[config.mk]
export PLATFORM = sky130hd
export DESIGN_NAME = wave_display_mc_flat
export DESIGN_NICKNAME = d
export VERILOG_FILES = /design/src/rtl/wave_display_mc_if.sv /design/src/rtl/wave_display_mc.sv /design/src/flat_wrapper.sv
export SDC_FILE = /design/constraint.sdc
export NUM_CORES = 1
export LEC_CHECK = 0
export CORE_ASPECT_RATIO = 0.6
export CORE_MARGIN = 3
export CORE_UTILIZATION = 40
export DETAILED_ROUTE_END_ITERATION = 16
export MAX_ROUTING_LAYER = met4
export PLACE_DENSITY = 0.67
export SLEW_MARGIN = 20
export SYNTH_ARGS = -nofsm -noshare
export SYNTH_HDL_FRONTEND = slang
export SYNTH_SLANG_ARGS = --single-unit
[constraint.sdc]
create_clock -name clk -period 11.5 [get_ports clk]
set_clock_uncertainty 0.1 [all_clocks]
set_input_delay 2.3 -clock clk [delete_from_list [all_inputs] [get_ports clk]]
set_output_delay 2.3 -clock clk [all_outputs]
set_load 0.03 [all_outputs]
[src/rtl/wave_display_mc_if.sv]
// Sample-RAM read port and bank-swap handshake shared between the waveform
// renderer (master) and the sample writer / sample RAMs (slave).
interface wave_display_mc_if #(
  parameter int unsigned NUM_CH   = 2,
  parameter int unsigned SAMPLE_W = 8,
  parameter int unsigned DEPTH_LG = 8
);
  // {display_bank, column}; one address drives every channel's sample RAM
  logic [DEPTH_LG:0]          read_address;
  // Synchronous RAM data, one cycle after read_address; channel 0 in the LSBs
  logic [NUM_CH*SAMPLE_W-1:0] read_value;
  // Writer has filled the bank that is not on display
  logic                       buf_ready;
  // One-cycle pulse: banks swapped, writer may refill the other one
  logic                       buf_ack;

  modport master (
    output read_address,
    output buf_ack,
    input  read_value,
    input  buf_ready
  );

  modport slave (
    input  read_address,
    input  buf_ack,
    output read_value,
    output buf_ready
  );
endinterface

[src/rtl/wave_display_mc.sv]
// wave_display_mc: multi-channel pipelined waveform renderer.
// Draws NUM_CH sample RAMs as connected traces inside a fixed window of the raster,
// and owns the double-buffer bank swap with the sample writer.
// Latency from x_i/y_i/valid_i to r/g/b/valid_pixel_o is 2 clocks.
// Build option: define GRID_WAVE_DISPLAY_EN to draw a grid behind the traces.
module wave_display_mc #(
  parameter int unsigned          NUM_CH     = 2,
  parameter int unsigned          SAMPLE_W   = 8,
  parameter int unsigned          DEPTH_LG   = 8,
  parameter logic [10:0]          X0         = 11'd256,
  parameter logic [9:0]           Y0         = 10'd0,
  // Channel 0 in the LSBs: trace 0 white, trace 1 green
  parameter logic [NUM_CH*24-1:0] CH_COLORS  = {24'h00FF00, 24'hFFFFFF},
  parameter logic [23:0]          GRID_COLOR = 24'h404040
) (
  input  logic                    clk,
  input  logic                    rst,
  input  logic [10:0]             x_i,
  input  logic [9:0]              y_i,
  input  logic                    valid_i,
  input  logic                    frame_start_i,
  input  logic [NUM_CH-1:0]       ch_enable_i,
  wave_display_mc_if.master       bus,
  output logic                    valid_pixel_o,
  output logic [7:0]              r_o,
  output logic [7:0]              g_o,
  output logic [7:0]              b_o,
  output logic [7:0]              dropped_frames_o
);

  localparam int unsigned WinW = 2 ** (DEPTH_LG + 1);
  localparam int unsigned WinH = 2 ** (SAMPLE_W + 1);

  typedef enum logic [0:0] {StRun, StAck} state_e;

  // Bank-swap FSM state
  state_e     state_q, state_d;
  logic       bank_q, bank_d;
  logic       buf_ack_q, buf_ack_d;
  logic [7:0] dropped_q, dropped_d;

  // Stage 0: raster position decode
  logic [31:0]         x_rel, y_rel;
  logic                in_win;
  logic [DEPTH_LG-1:0] col;
  logic [SAMPLE_W-1:0] yc;

  // Stage 1: position delayed to line up with the RAM data
  logic                s1_win_q;
  logic                s1_first_q;
  logic [DEPTH_LG-1:0] s1_col_q;
  logic [SAMPLE_W-1:0] s1_yc_q;
  logic [DEPTH_LG-1:0] last_col_q;

  // Per-channel sample tracking
  logic [SAMPLE_W-1:0] cur      [NUM_CH];
  logic [SAMPLE_W-1:0] prev_eff [NUM_CH];
  logic [SAMPLE_W-1:0] sample_q [NUM_CH];
  logic [SAMPLE_W-1:0] prev_q   [NUM_CH];
  logic [SAMPLE_W-1:0] lo       [NUM_CH];
  logic [SAMPLE_W-1:0] hi       [NUM_CH];
  logic [NUM_CH-1:0]   hit;

  // Colour selection and output stage
  logic        grid_hit;
  logic [23:0] color_d;
  logic        valid_pixel_q;
  logic [23:0] rgb_q;

  // ---------------------------------------------------------------------------
  // Stage 0
  // ---------------------------------------------------------------------------

  // Window test and sample column; offsets are taken at full width before shifting
  always_comb begin
    x_rel  = 32'(x_i) - 32'(X0);
    y_rel  = 32'(y_i) - 32'(Y0);
    in_win = valid_i && (x_i >= X0) && (x_rel < WinW) && (y_i >= Y0) && (y_rel < WinH);
    // Column parks at 0 outside the window; reads there are discarded
    col    = in_win ? x_rel[DEPTH_LG:1] : '0;
    yc     = y_rel[SAMPLE_W:1];
  end

  assign bus.read_address = {bank_q, col};

  // ---------------------------------------------------------------------------
  // Stage 1
  // ---------------------------------------------------------------------------

  // Delay the decoded position by one cycle to meet the synchronous RAM data
  always_ff @(posedge clk or posedge rst) begin
    if (rst) begin
      s1_win_q   <= 1'b0;
      s1_first_q <= 1'b0;
      s1_col_q   <= '0;
      s1_yc_q    <= '0;
    end else begin
      s1_win_q   <= in_win;
      s1_first_q <= in_win && (col == '0);
      s1_col_q   <= col;
      s1_yc_q    <= yc;
    end
  end

  // Choose each channel's segment start: the previous column's sample, or the current
  // sample on the first column so a line never joins the end of the line above
  always_comb begin
    for (int c = 0; c < NUM_CH; c++) begin
      cur[c] = bus.read_value[c*SAMPLE_W +: SAMPLE_W];
      if (s1_first_q) begin
        prev_eff[c] = cur[c];
      end else if (s1_col_q != last_col_q) begin
        prev_eff[c] = sample_q[c];
      end else begin
        prev_eff[c] = prev_q[c];
      end
    end
  end

  // Remember the last sample seen and the segment start held across a 2-px column
  always_ff @(posedge clk or posedge rst) begin
    if (rst) begin
      last_col_q <= '0;
      for (int c = 0; c < NUM_CH; c++) begin
        sample_q[c] <= '0;
        prev_q[c]   <= '0;
      end
    end else begin
      last_col_q <= s1_col_q;
      for (int c = 0; c < NUM_CH; c++) begin
        sample_q[c] <= cur[c];
        prev_q[c]   <= prev_eff[c];
      end
    end
  end

  // A channel hits when the line lies on the vertical segment between prev and cur
  always_comb begin
    for (int c = 0; c < NUM_CH; c++) begin
      lo[c]  = (cur[c] < prev_eff[c]) ? cur[c] : prev_eff[c];
      hi[c]  = (cur[c] < prev_eff[c]) ? prev_eff[c] : cur[c];
      hit[c] = s1_win_q && ch_enable_i[c] && (s1_yc_q >= lo[c]) && (s1_yc_q <= hi[c]);
    end
  end

`ifdef GRID_WAVE_DISPLAY_EN
  // Grid lines every 32 columns and every 32 sample rows
  assign grid_hit = s1_win_q &&
                    (((32'(s1_col_q) & 32'h1F) == 32'd0) || ((32'(s1_yc_q) & 32'h1F) == 32'd0));
`else
  assign grid_hit = 1'b0;
`endif

  // Lowest-index hitting channel wins; the grid (if any) only fills non-hit pixels
  always_comb begin
    color_d = grid_hit ? GRID_COLOR : 24'd0;
    for (int c = NUM_CH - 1; c >= 0; c--) begin
      if (hit[c]) begin
        color_d = CH_COLORS[c*24 +: 24];
      end
    end
  end

  // ---------------------------------------------------------------------------
  // Stage 2: registered outputs
  // ---------------------------------------------------------------------------

  // Output register; async reset blanks the pixel immediately
  always_ff @(posedge clk or posedge rst) begin
    if (rst) begin
      valid_pixel_q <= 1'b0;
      rgb_q         <= '0;
    end else begin
      valid_pixel_q <= s1_win_q;
      rgb_q         <= s1_win_q ? color_d : 24'd0;
    end
  end

  assign valid_pixel_o = valid_pixel_q;
  assign r_o           = rgb_q[23:16];
  assign g_o           = rgb_q[15:8];
  assign b_o           = rgb_q[7:0];

  // ---------------------------------------------------------------------------
  // Bank-swap handshake
  // ---------------------------------------------------------------------------

  // Bank FSM state, display bank, ack pulse and dropped-frame counter
  always_ff @(posedge clk or posedge rst) begin
    if (rst) begin
      state_q   <= StRun;
      bank_q    <= 1'b0;
      buf_ack_q <= 1'b0;
      dropped_q <= 8'd0;
    end else begin
      state_q   <= state_d;
      bank_q    <= bank_d;
      buf_ack_q <= buf_ack_d;
      dropped_q <= dropped_d;
    end
  end

  // Swap on frame_start when the writer is ready, otherwise count a dropped frame;
  // the ACK cycle ignores frame_start since frames are far apart
  always_comb begin
    state_d   = state_q;
    bank_d    = bank_q;
    buf_ack_d = 1'b0;
    dropped_d = dropped_q;
    unique case (state_q)
      StRun: begin
        if (frame_start_i) begin
          if (bus.buf_ready) begin
            bank_d    = ~bank_q;
            buf_ack_d = 1'b1;
            state_d   = StAck;
          end else if (dropped_q != 8'hFF) begin
            dropped_d = dropped_q + 8'd1;
          end
        end
      end
      StAck: begin
        state_d = StRun;
      end
      default: begin
        state_d = StRun;
      end
    endcase
  end

  assign bus.buf_ack      = buf_ack_q;
  assign dropped_frames_o = dropped_q;

endmodule

[src/flat_wrapper.sv]
// flat-port wrapper written by rule: the top's interface ports become plain ports
module wave_display_mc_flat 
#(
  parameter int unsigned          NUM_CH     = 2,
  parameter int unsigned          SAMPLE_W   = 8,
  parameter int unsigned          DEPTH_LG   = 8,
  parameter logic [10:0]          X0         = 11'd256,
  parameter logic [9:0]           Y0         = 10'd0,
                                                        
  parameter logic [NUM_CH*24-1:0] CH_COLORS  = {24'h00FF00, 24'hFFFFFF},
  parameter logic [23:0]          GRID_COLOR = 24'h404040
)
  (clk, rst, x_i, y_i, valid_i, frame_start_i, ch_enable_i, valid_pixel_o, r_o, g_o, b_o, dropped_frames_o, bus_read_address, bus_buf_ack, bus_read_value, bus_buf_ready);
  wave_display_mc_if #(.NUM_CH(NUM_CH), .SAMPLE_W(SAMPLE_W), .DEPTH_LG(DEPTH_LG)) bus_i ();
  input  logic clk;
  input  logic rst;
  input  logic [10:0] x_i;
  input  logic [9:0] y_i;
  input  logic valid_i;
  input  logic frame_start_i;
  input  logic [NUM_CH-1:0] ch_enable_i;
  output logic valid_pixel_o;
  output logic [7:0] r_o;
  output logic [7:0] g_o;
  output logic [7:0] b_o;
  output logic [7:0] dropped_frames_o;
  output wire logic [$bits(bus_i.read_address)-1:0] bus_read_address;
  output wire logic [$bits(bus_i.buf_ack)-1:0] bus_buf_ack;
  input wire logic [$bits(bus_i.read_value)-1:0] bus_read_value;
  input wire logic [$bits(bus_i.buf_ready)-1:0] bus_buf_ready;
  assign bus_read_address = bus_i.read_address;
  assign bus_buf_ack = bus_i.buf_ack;
  assign bus_i.read_value = bus_read_value;
  assign bus_i.buf_ready = bus_buf_ready;
  wave_display_mc #(.NUM_CH(NUM_CH), .SAMPLE_W(SAMPLE_W), .DEPTH_LG(DEPTH_LG), .X0(X0), .Y0(Y0), .CH_COLORS(CH_COLORS), .GRID_COLOR(GRID_COLOR)) u_core (.clk(clk), .rst(rst), .x_i(x_i), .y_i(y_i), .valid_i(valid_i), .frame_start_i(frame_start_i), .ch_enable_i(ch_enable_i), .bus(bus_i), .valid_pixel_o(valid_pixel_o), .r_o(r_o), .g_o(g_o), .b_o(b_o), .dropped_frames_o(dropped_frames_o));
endmodule
==> results of run 1 <==
-- metal layers --
layer | global-route usage [%] | vias to the layer above | wire length [microns]
met5 | - | - | 0
met3 | 4.83 | 25 | 552
li1 | - | 1672 | -
met1 | 25.7 | 1604 | 5170
met4 | 5.36 | 0 | 230
met2 | 24.8 | 117 | 4100
-- worst register-to-register path, delay by kind of cell, from the launching register on --
family / cells / cell delay, ps
AOI/OAI and AO/OA: 13 / 3240
adders and majority gates: 2 / 520
and+or+nand+nor: 3 / 460
buffers and inverters: 2 / 460
DFF: 1 / 390
muxes: 1 / 300
xor gates and xnor gates: 1 / 180
-- cells by family after synthesis --
kind of cell               share of synthesized area, %
and+or+nand+nor                                    11.5
muxes                                              3.76
xor gates and xnor gates                           3.21
DFF                                                40.7
adders and majority gates                          13.8
AOI/OAI and AO/OA                                  19.2
buffers and inverters                              7.80
-- placed cells by master (no fill, tap or decap), drive strengths merged, types with 11 or more instances in the layout --
cell,n
a21oi,16
xnor2,12
a21o,11
o22ai,12
mux2i,13
clkdlybuf4s50,85
ha,48
clkbuf,12
nand2,19
dfrtp,71
o221ai,12
o21ai,23
nand3,16
and2,12
inv,32
nor2,19
-- flip-flops by register name (all words and copies together), names as in the netlist, 2 cells and up --
register	flops
u_core.s1_col_q	8
u_core.last_col_q	8
u_core.sample_q	16
u_core.rgb_q	2
u_core.dropped_frames_o	8
u_core.prev_q	16
u_core.s1_yc_q	8
-- Yosys cell counts, drive strengths merged, types with 4 or more instances --
cell | instances | area share, %
and2 | 12 | 1.7
xor2 | 4 | 0.80
inv | 32 | 2.8
ha | 48 | 14
xnor2 | 12 | 2.4
o22ai | 12 | 1.7
buf | 25 | 4.4
o221ai | 12 | 2.4
nand2b | 4 | 0.57
nand3 | 16 | 1.8
o211ai | 5 | 0.86
a21boi | 5 | 0.86
nor2 | 19 | 1.7
nand4 | 8 | 1.1
a21o | 11 | 1.9
nand2 | 19 | 1.6
o21a | 8 | 1.9
o21ai | 23 | 3.2
dfrtp | 71 | 41
nor3 | 8 | 0.92
a21oi | 16 | 2.4
mux2i | 13 | 3.0
a211oi | 5 | 0.98
clkbuf | 5 | 0.66
-- stage by stage --
step                      area (sq um)  std cells  setup slack, ps
after detailed placement          5180        616             4050
after CTS                         5480        631             4050
after floorplan                   4360        423             5260
final                             5480        631             4050
after global placement            5180        616             4060
after global routing              5480        631             3840
-- cell type report --
| class | instances | area (sq um) | share of cell area [%] |
|---|---|---|---|
| clock buffer | 12 | 256 | 4.68 |
| clock inverter | 3 | 42.5 | 0.776 |
| inverter | 32 | 120 | 2.19 |
| multi-input combinational | 290 | 2240 | 40.9 |
| sequential | 71 | 1780 | 32.4 |
| tap | 135 | 169 | 3.08 |
| timing repair buffer | 88 | 873 | 15.9 |
-- power groups by stage --
stage	Combinational, mW	Sequential [mW]	Clock (mW)
2_1_floorplan	0.359	0.331	0
3_5_place_dp	0.513	0.318	0
5_1_grt	0.583	0.320	0.295
6_report	0.519	0.314	0.277
4_1_cts	0.517	0.314	0.284
3_3_place_gp	0.493	0.316	0
-- how the worst min path moves through the flow --
stage                                           to  slack [ps]
finish              u_core.last_col_q[6]$_DFF_PP0_         290
floorplan           u_core.last_col_q[0]$_DFF_PP0_         270
CTS                 u_core.last_col_q[6]$_DFF_PP0_         300
global route        u_core.last_col_q[6]$_DFF_PP0_         310
detailed placement  u_core.last_col_q[5]$_DFF_PP0_         290
global placement    u_core.last_col_q[6]$_DFF_PP0_         280
==> impl_metrics.py, run 1 <==
metrics = {
    "logic_synthesis": {
        "yosys_warnings": 0,
        "netlist_instances": 423,
        "synth_cell_type_count": 48,
        "ys_seq_area_share_pct": 40.7,
        "async_reset_ff_share_pct": 100,
        "syn_area_per_cell_sq_um": 10.3,
        "synth_area_sq_um": 4360,
        "synth_fp_nets": 515,
        "synth-edff-count": 0,
        "synth_ff_type": "dfrtp_1",
        "ys_seq_elements": 71,
    },
    "finish": {
        "area_growth_pct": 25.7,
        "diodes": 0,
        "nets": 584,
        "fin_util_pct": 53.6,
        "drive_gt1_share_pct": 7.26,
        "nFillCells": 868,
    },
    "grt": {
        "antenna_found_initial": 0,
        "grt_max_degree": 72,
        "grt_pass1_wl_microns": 16600,
        "grt_remaining_overflow": 0,
        "grt_use_total_pct": 17.9,
        "grt_pass1_vias": 3295,
    },
    "drt": {
        "wl_microns": 10000,
        "wl_per_cell_microns": 15.9,
        "drcViolationCount": 0,
        "via_per_inst": 5.42,
        "first_pass_iters": 5,
        "detailedRoute.firstIterationViolations": 225,
        "vias": 3418,
        "drtAntennaViolNets": 0,
    },
    "place": {
        "hpwlAfterDp_microns": 7600,
        "portBuffers": 85,
        "place.gp.congestion": 0.886,
    },
    "floorplanning": {
        "fp.coreArea_sq_um": 10200,
        "die_area_sq_um": 12200,
        "initial_utilization_pct": 42.6,
        "rows": 28,
        "io_pins": 87,
        "dieHeight_microns": 86.9,
        "die_w_microns": 141,
    },
    "worst_setup_path": {
        "worst_setup_path_start_kind": "primary input",
        "path_cells": "clkdlybuf4s50_1 > or4_1 > nor4_2 > nand3_1 > a211oi_2 > and2_1 > clkdlybuf4s50_1",
        "critical_path.max_fanout": 10,
        "end_kind": "primary output",
        "cp.arrival_ps": 5050,
        "cpMaxStageDelayCell": "clkdlybuf4s50_1",
        "critPathCapture": "bus_read_address[0]",
        "r2r.worst_path.cells": 22,
        "crit_path_start": "x_i[4]",
        "crit_cells": 7,
        "crit_path_frequent_cell": "clkdlybuf4s50_1",
        "critical_path.top_delay_family": "simple AND/OR/NAND/NOR gates",
        "r2r-end": "u_core.rgb_q[15]$_DFF_PP0_",
        "cp.required_ps": 9100,
        "reg2reg_slack_ps": 5770,
        "critical_path_class": "in2out",
        "critPathMaxStageDelay_ps": 690,
        "worst-path-buf-inv": 2,
        "worstReg2RegStart": "u_core.s1_col_q[0]$_DFF_PP0_",
    },
    "min_path": {
        "hold_start": "u_core.s1_col_q[6]$_DFF_PP0_",
        "hold_path_depth": 0,
        "hold_path.class": "reg2reg",
    },
    "pwr": {
        "clkPwrFrac_pct": 24.9,
        "p_int_mw": 0.688,
        "p_seq_share_pct": 28.3,
        "swShare_pct": 38.1,
        "p_per_area_nw_per_um2": 203,
        "finalPower_mw": 1.11,
        "switchingPower_mw": 0.423,
        "leakage_nw": 2.54,
        "combPwrFrac_pct": 46.7,
        "vdd_drop_max_v": 0.0000938,
    },
    "run_status": {
        "outcome": "completed",
    },
    "sta": {
        "clock.fmax_mhz": 134,
        "post-route-period-util_pct": 64.8,
        "worstMarginPinSlew_ps": 872,
        "finalCriticalPeriod_ps": 7450,
        "max_slew_margin_pct": 41.9,
        "rsz0062_at_grt": "false",
        "final-max-slew-violation-count": 0,
        "hold_ws_ps": 294,
        "final.setup.tns_ps": 0,
        "hold_viol": 0,
        "setup-violations-final": 0,
    },
    "clocking": {
        "clkSinkCount": 71,
        "postCtsSetupBuffers": 0,
        "hold_buffers": 0,
        "path_clk_slew_ps": 50,
        "cts-root-buf": "clkbuf_16",
        "post_cts_resized": 0,
        "clock_path_buffers": 2,
        "clock_latency_ps": 340,
        "htree_levels": 3,
        "numCtsBuffers": 9,
        "cts_tree": "built",
    },
    "run": {
        "maxCapViolCount": 0,
    },
}
No activity file was read; power rests on OpenSTA's default activity.
==> inputs of run 2 (changes only) <==
--- a/config.mk
+++ b/config.mk
@@ -10,7 +10,7 @@
 export CORE_UTILIZATION = 40
 export DETAILED_ROUTE_END_ITERATION = 16
 export MAX_ROUTING_LAYER = met4
-export PLACE_DENSITY = 0.67
+export PLACE_DENSITY = 0.69
 export SLEW_MARGIN = 20
 export SYNTH_ARGS = -nofsm -noshare
 export SYNTH_HDL_FRONTEND = slang
==> constraint.sdc (replaced) <==
create_clock -name clk -period 6.35 [get_ports clk]
set_clock_uncertainty 0.1 [all_clocks]
set_input_delay 1.27 -clock clk [delete_from_list [all_inputs] [get_ports clk]]
set_output_delay 1.27 -clock clk [all_outputs]
set_load 0.03 [all_outputs]
==> impl_metrics.py, run 2 (synthesis gave the netlist of run 1 again) <==
metrics = {
    "drt": {
        "via_per_inst": 5.41,
        "wl_microns": 10400,
        "first_pass_iters": 4,
        "drcViolationCount": 0,
        "detailedRoute.firstIterationViolations": 241,
        "drtAntennaViolNets": 0,
        "vias": 3424,
        "wl_per_cell_microns": 16.5,
    },
    "floorplanning": {
        "initial_utilization_pct": 42.6,
        "die_area_sq_um": 12200,
        "rows": 28,
        "fp.coreArea_sq_um": 10200,
        "dieHeight_microns": 86.9,
        "io_pins": 87,
        "die_w_microns": 141,
    },
    "min_path": {
        "hold_path_depth": 0,
        "hold_path.class": "reg2reg",
        "hold_start": "u_core.s1_col_q[7]$_DFF_PP0_",
    },
    "worst_setup_path": {
        "critical_path.top_delay_family": "compound AO/OA/AOI/OAI gates",
        "crit_cells": 22,
        "path_cells": "xnor2_1 > nand4_1 > nor2_2 > buf_4 > mux2i_1 > nand2_1 > a21boi_0 > inv_1 > ha_1 > a21o_1 > a21o_1 > a211oi_1 > o21ai_0 > o21a_1 > o22ai_1 > ha_1 > a21o_1 > a21o_1 > a21oi_1 > o2111ai_1 > nor2_1 > a21o_1",
        "crit_path_frequent_cell": "a21o_1",
        "worstReg2RegStart": "u_core.last_col_q[7]$_DFF_PP0_",
        "cpMaxStageDelayCell": "a211oi_1",
        "reg2reg_slack_ps": 600,
        "r2r.worst_path.cells": 22,
        "cp.arrival_ps": 5920,
        "crit_path_start": "u_core.last_col_q[7]$_DFF_PP0_",
        "critical_path_class": "reg2reg",
        "worst_setup_path_start_kind": "flop",
        "end_kind": "flop",
        "cp.required_ps": 6520,
        "worst-path-buf-inv": 2,
        "critical_path.max_fanout": 16,
        "critPathMaxStageDelay_ps": 590,
    },
    "grt": {
        "grt_remaining_overflow": 0,
        "met3_usage_pct": 4.88,
        "grt_use_total_pct": 18.6,
        "grt_max_degree": 72,
        "top_usage_layer": "met2",
        "antenna_found_initial": 0,
        "met2_usage_pct": 26.8,
        "grt_pass1_vias": 3376,
        "grt_use_met1_pct": 25.9,
        "grt_pass1_wl_microns": 17300,
    },
    "finish": {
        "fin_cells": 633,
        "area_growth_pct": 25.9,
        "diodes": 0,
        "design_area_sq_um": 5490,
        "fin_util_pct": 53.7,
        "drive_gt1_share_pct": 7.83,
        "nets": 585,
        "final_common_cell": "clkdlybuf4s50_1",
        "layout_common_cells": "clkdlybuf4s50_1 (85), dfrtp_1 (71), ha_1 (48)",
        "reg_top3": "u_core.prev_q x16, u_core.sample_q x16",
    },
    "sta": {
        "max_slew_margin_pct": 41.5,
        "hold_viol": 0,
        "rsz0062_at_grt": "false",
        "post-route-period-util_pct": 90.5,
        "worstMarginPinSlew_ps": 877,
        "final.setup.tns_ps": 0,
        "postLayoutSetupSlackWorst_ps": 600,
        "finalCriticalPeriod_ps": 5750,
        "setup-violations-final": 0,
        "clock.fmax_mhz": 174,
        "final-max-slew-violation-count": 0,
        "hold_ws_ps": 292,
    },
    "clocking": {
        "path_clk_slew_ps": 60,
        "postCtsSetupBuffers": 0,
        "cts_tree": "built",
        "numCtsBuffers": 9,
        "htree_levels": 3,
        "post_cts_resized": 0,
        "clock_latency_ps": 340,
        "cts-root-buf": "clkbuf_16",
        "clock_path_buffers": 2,
        "hold_buffers": 0,
        "clkSinkCount": 71,
    },
    "pwr": {
        "p_int_mw": 1.23,
        "p_per_area_nw_per_um2": 366,
        "vdd_drop_max_v": 0.000193,
        "combPwrFrac_pct": 46.9,
        "switchingPower_mw": 0.782,
        "leakage_nw": 2.54,
        "finalPower_mw": 2.01,
        "p_seq_share_pct": 28.3,
        "swShare_pct": 38.9,
        "clkPwrFrac_pct": 24.8,
    },
    "place": {
        "dp.cells": 617,
        "portBuffers": 85,
        "place.gp.congestion": 0.897,
        "hpwlAfterDp_microns": 8010,
        "post_dp_cell_area_sq_um": 5190,
        "post-place-ws_ps": 385,
    },
    "run": {
        "maxCapViolCount": 0,
    },
    "run_status": {
        "outcome": "completed",
    },
}
## run 2: changes by cell type in the layout (fill, tap and decap cells not counted)
cell	previous run	this run
clkinvlp_4	1	4
clkbuf_8	2	0
buf_4	3	4
clkbuf_1	1	0
clkinv_4	0	1
## run 2: worst paths after layout
path / end
setup / recovery: u_core.rgb_q[15]$_DFF_PP0_
hold / removal: u_core.last_col_q[7]$_DFF_PP0_
setup reg to reg: u_core.rgb_q[15]$_DFF_PP0_
hold reg to reg: u_core.last_col_q[7]$_DFF_PP0_
max in group asynchronous: u_core.prev_q[11]$_DFF_PP0_
min in group asynchronous: u_core.prev_q[5]$_DFF_PP0_
## run 2: per-layer routing
metal / routed length, microns / up-vias
li1: - / 1664
met1: 4960 / 1632
met2: 4600 / 117
met3: 736 / 11
met4: 128 / 0
met5: 0 / -
## run 2: power by group through the flow
stage	clock network [mW]	logic (mW)	registers, mW
after floorplan	0	0.650	0.600
after global placement	0	0.889	0.572
after detailed placement	0	0.933	0.576
after CTS	0.508	0.940	0.568
after global routing	0.529	1.06	0.578
final	0.499	0.943	0.568
## run 2: cell type report
class	count	area, sq um
clock inverters	7	73.8
well taps	135	169
repair buffers	89	881
clock buffers	9	225
multi-input cells	290	2240
flip-flops and latches	71	1780
fillers	904	4740
inverters	32	120
## run 2: worst register-to-register path, delay by kind of cell (launching register included)
family	cells	cell delay [ps]
adder cells (fa/ha/maj)	2	580
XOR/XNOR	1	170
buffers and inverters	2	460
AND/OR/NAND/NOR	4	960
multiplexers	1	180
AO/OA/AOI/OAI	12	2890
flip-flops	1	370
==> inputs of run 3 (changes only) <==
--- a/config.mk
+++ b/config.mk
@@ -6,7 +6,7 @@
 export NUM_CORES = 1
 export LEC_CHECK = 0
 export CORE_ASPECT_RATIO = 0.6
-export CORE_MARGIN = 3
+export CORE_MARGIN = 2
 export CORE_UTILIZATION = 40
 export DETAILED_ROUTE_END_ITERATION = 16
 export MAX_ROUTING_LAYER = met4
==> impl_metrics.py, run 3 (synthesis gave the netlist of run 1 again) <==
metrics = {
    "worst_setup_path": {
        "r2r.worst_path.cells": 22,
        "r2r-end": "u_core.rgb_q[15]$_DFF_PP0_",
        "critical_path.max_fanout": 16,
        "cp.arrival_ps": 5790,
        "cp.required_ps": 6520,
        "end_kind": "flop",
        "critical_path_class": "reg2reg",
        "worstReg2RegStart": "u_core.s1_col_q[7]$_DFF_PP0_",
        "reg2reg_slack_ps": 730,
        "worst_setup_path_start_kind": "flop",
    },
    "floorplanning": {
        "die_area_sq_um": 11800,
        "initial_utilization_pct": 41.2,
        "rows": 29,
        "die_w_microns": 139,
        "fp.coreArea_sq_um": 10600,
        "io_pins": 87,
        "dieHeight_microns": 84.9,
    },
    "finish": {
        "nFillCells": 930,
        "drive_gt1_share_pct": 8.02,
        "reg_top3": "u_core.prev_q x16, u_core.sample_q x16",
        "final_common_cell": "clkdlybuf4s50_1",
        "layout_common_cells": "clkdlybuf4s50_1 (85), dfrtp_1 (71), ha_1 (48)",
        "diodes": 0,
        "nets": 586,
        "area_growth_pct": 26.4,
    },
    "min_path": {
        "hold_start": "u_core.s1_col_q[2]$_DFF_PP0_",
        "hold_path.class": "reg2reg",
        "hold_path_end": "u_core.last_col_q[2]$_DFF_PP0_",
        "hold_path_depth": 0,
    },
    "pwr": {
        "combPwrFrac_pct": 46.5,
        "leakage_nw": 2.54,
        "p_seq_share_pct": 28.1,
        "vdd_drop_max_v": 0.000165,
        "clkPwrFrac_pct": 25.3,
        "p_int_mw": 1.24,
        "switchingPower_mw": 0.781,
        "p_per_area_nw_per_um2": 367,
        "swShare_pct": 38.6,
    },
    "sta": {
        "clock.fmax_mhz": 178,
        "post-route-period-util_pct": 88.5,
        "hold_ws_ps": 293,
        "finalCriticalPeriod_ps": 5620,
        "final.setup.tns_ps": 0,
        "rsz0062_at_grt": "false",
        "worstMarginPinSlew_ps": 880,
        "final-max-slew-violation-count": 0,
        "hold_viol": 0,
        "setup-violations-final": 0,
        "max_slew_margin_pct": 41.3,
    },
    "run": {
        "maxCapViolCount": 0,
    },
    "drt": {
        "wl_per_cell_microns": 15.4,
        "first_pass_iters": 5,
        "drcViolationCount": 0,
        "vias": 3382,
        "detailedRoute.firstIterationViolations": 273,
        "wl_microns": 9850,
        "via_per_inst": 5.30,
        "drtAntennaViolNets": 0,
    },
    "clocking": {
        "cts-root-buf": "clkbuf_16",
        "hold_buffers": 0,
        "numCtsBuffers": 9,
        "clkSinkCount": 71,
        "postCtsSetupBuffers": 0,
        "clock_latency_ps": 340,
        "clock_path_buffers": 2,
        "htree_levels": 3,
        "post_cts_resized": 0,
        "cts_tree": "built",
        "path_clk_slew_ps": 60,
    },
    "grt": {
        "grt_remaining_overflow": 0,
        "grt_pass1_vias": 3212,
        "grt_use_total_pct": 18.3,
        "grt_max_degree": 72,
        "antenna_found_initial": 0,
        "grt_pass1_wl_microns": 16600,
    },
    "place": {
        "place.gp.congestion": 0.855,
        "portBuffers": 85,
        "hpwlAfterDp_microns": 7580,
    },
    "run_status": {
        "outcome": "completed",
    },
}
==> run 3: changes by cell type in the layout (fill, tap and decap cells not counted) <==
cell	before	now
clkbuf_8	0	1
clkinv_2	1	0
clkinv_4	1	0
buf_4	4	5
inv_6	0	1
==> run 3: routing by layer <==
| metal | wire length, microns | global-route usage, % | vias up |
|---|---|---|---|
| met4 | 78 | 4.96 | 0 |
| met5 | 0 | - | - |
| met1 | 5150 | 26.4 | 1625 |
| li1 | - | - | 1662 |
| met3 | 447 | 4.23 | 8 |
| met2 | 4170 | 25.9 | 87 |
==> run 3: worst max path at each step <==
stage                                              start                         end  slack [ps]
after floorplan           u_core.last_col_q[5]$_DFF_PP0_  u_core.rgb_q[15]$_DFF_PP0_        1700
after global placement                 bus_read_value[5]  u_core.rgb_q[15]$_DFF_PP0_         610
after detailed placement               bus_read_value[5]  u_core.rgb_q[15]$_DFF_PP0_         500
after CTS                   u_core.s1_col_q[7]$_DFF_PP0_  u_core.rgb_q[15]$_DFF_PP0_         820
after global routing        u_core.s1_col_q[7]$_DFF_PP0_  u_core.rgb_q[15]$_DFF_PP0_         290
final                       u_core.s1_col_q[7]$_DFF_PP0_  u_core.rgb_q[15]$_DFF_PP0_         730
==> run 3: power by group through the flow <==
stage          Combinational [mW]  Sequential (mW)  Clock [mW]
2_1_floorplan               0.650            0.600           0
3_3_place_gp                0.891            0.573           0
3_5_place_dp                0.932            0.577           0
4_1_cts                     0.939            0.570       0.522
5_1_grt                      1.06            0.579       0.544
6_report                    0.942            0.570       0.513
==> run 3: critical path, cell delays in order, from the launching register on <==
cell       delay, ps
dfrtp_1          390
xnor2_1          160
nand4_1          220
nor2_2           430
buf_4            370
mux2i_1          340
nand2_1          130
a21boi_0         170
inv_1             80
ha_1             240
a21o_1           170
a21o_1           170
a211oi_1         560
o21ai_0          390
o21a_1           290
o22ai_1          180
ha_1             280
a21o_1           180
a21o_1           160
a21oi_1          140
o2111ai_1        110
nor2_1           110
a21o_1           160
==> run 3: final cells by class <==
class                   count  area [sq um]  share of cell area, %
clock inverters             6          68.8                   1.25
flip-flops and latches     71          1780                   32.2
clock buffers              10           239                   4.34
repair buffers             90           888                   16.1
well taps                 139           174                   3.16
multi-input cells         290          2240                   40.7
inverters                  32           120                   2.18
==> run 3: metrics by stage <==
stage | cells | area, sq um | worst slack, ps | utilization, % | power, mW
2_1_floorplan | 423 | 4360 | 1700 | - | 1.25
3_3_place_gp | 622 | 5200 | 608 | 49.1 | 1.46
3_5_place_dp | 622 | 5200 | 499 | 49.1 | 1.51
4_1_cts | 638 | 5510 | 817 | 52.0 | 2.03
5_1_grt | 638 | 5510 | 293 | 52.0 | 2.18
6_report | 638 | 5510 | 731 | 52.0 | 2.02
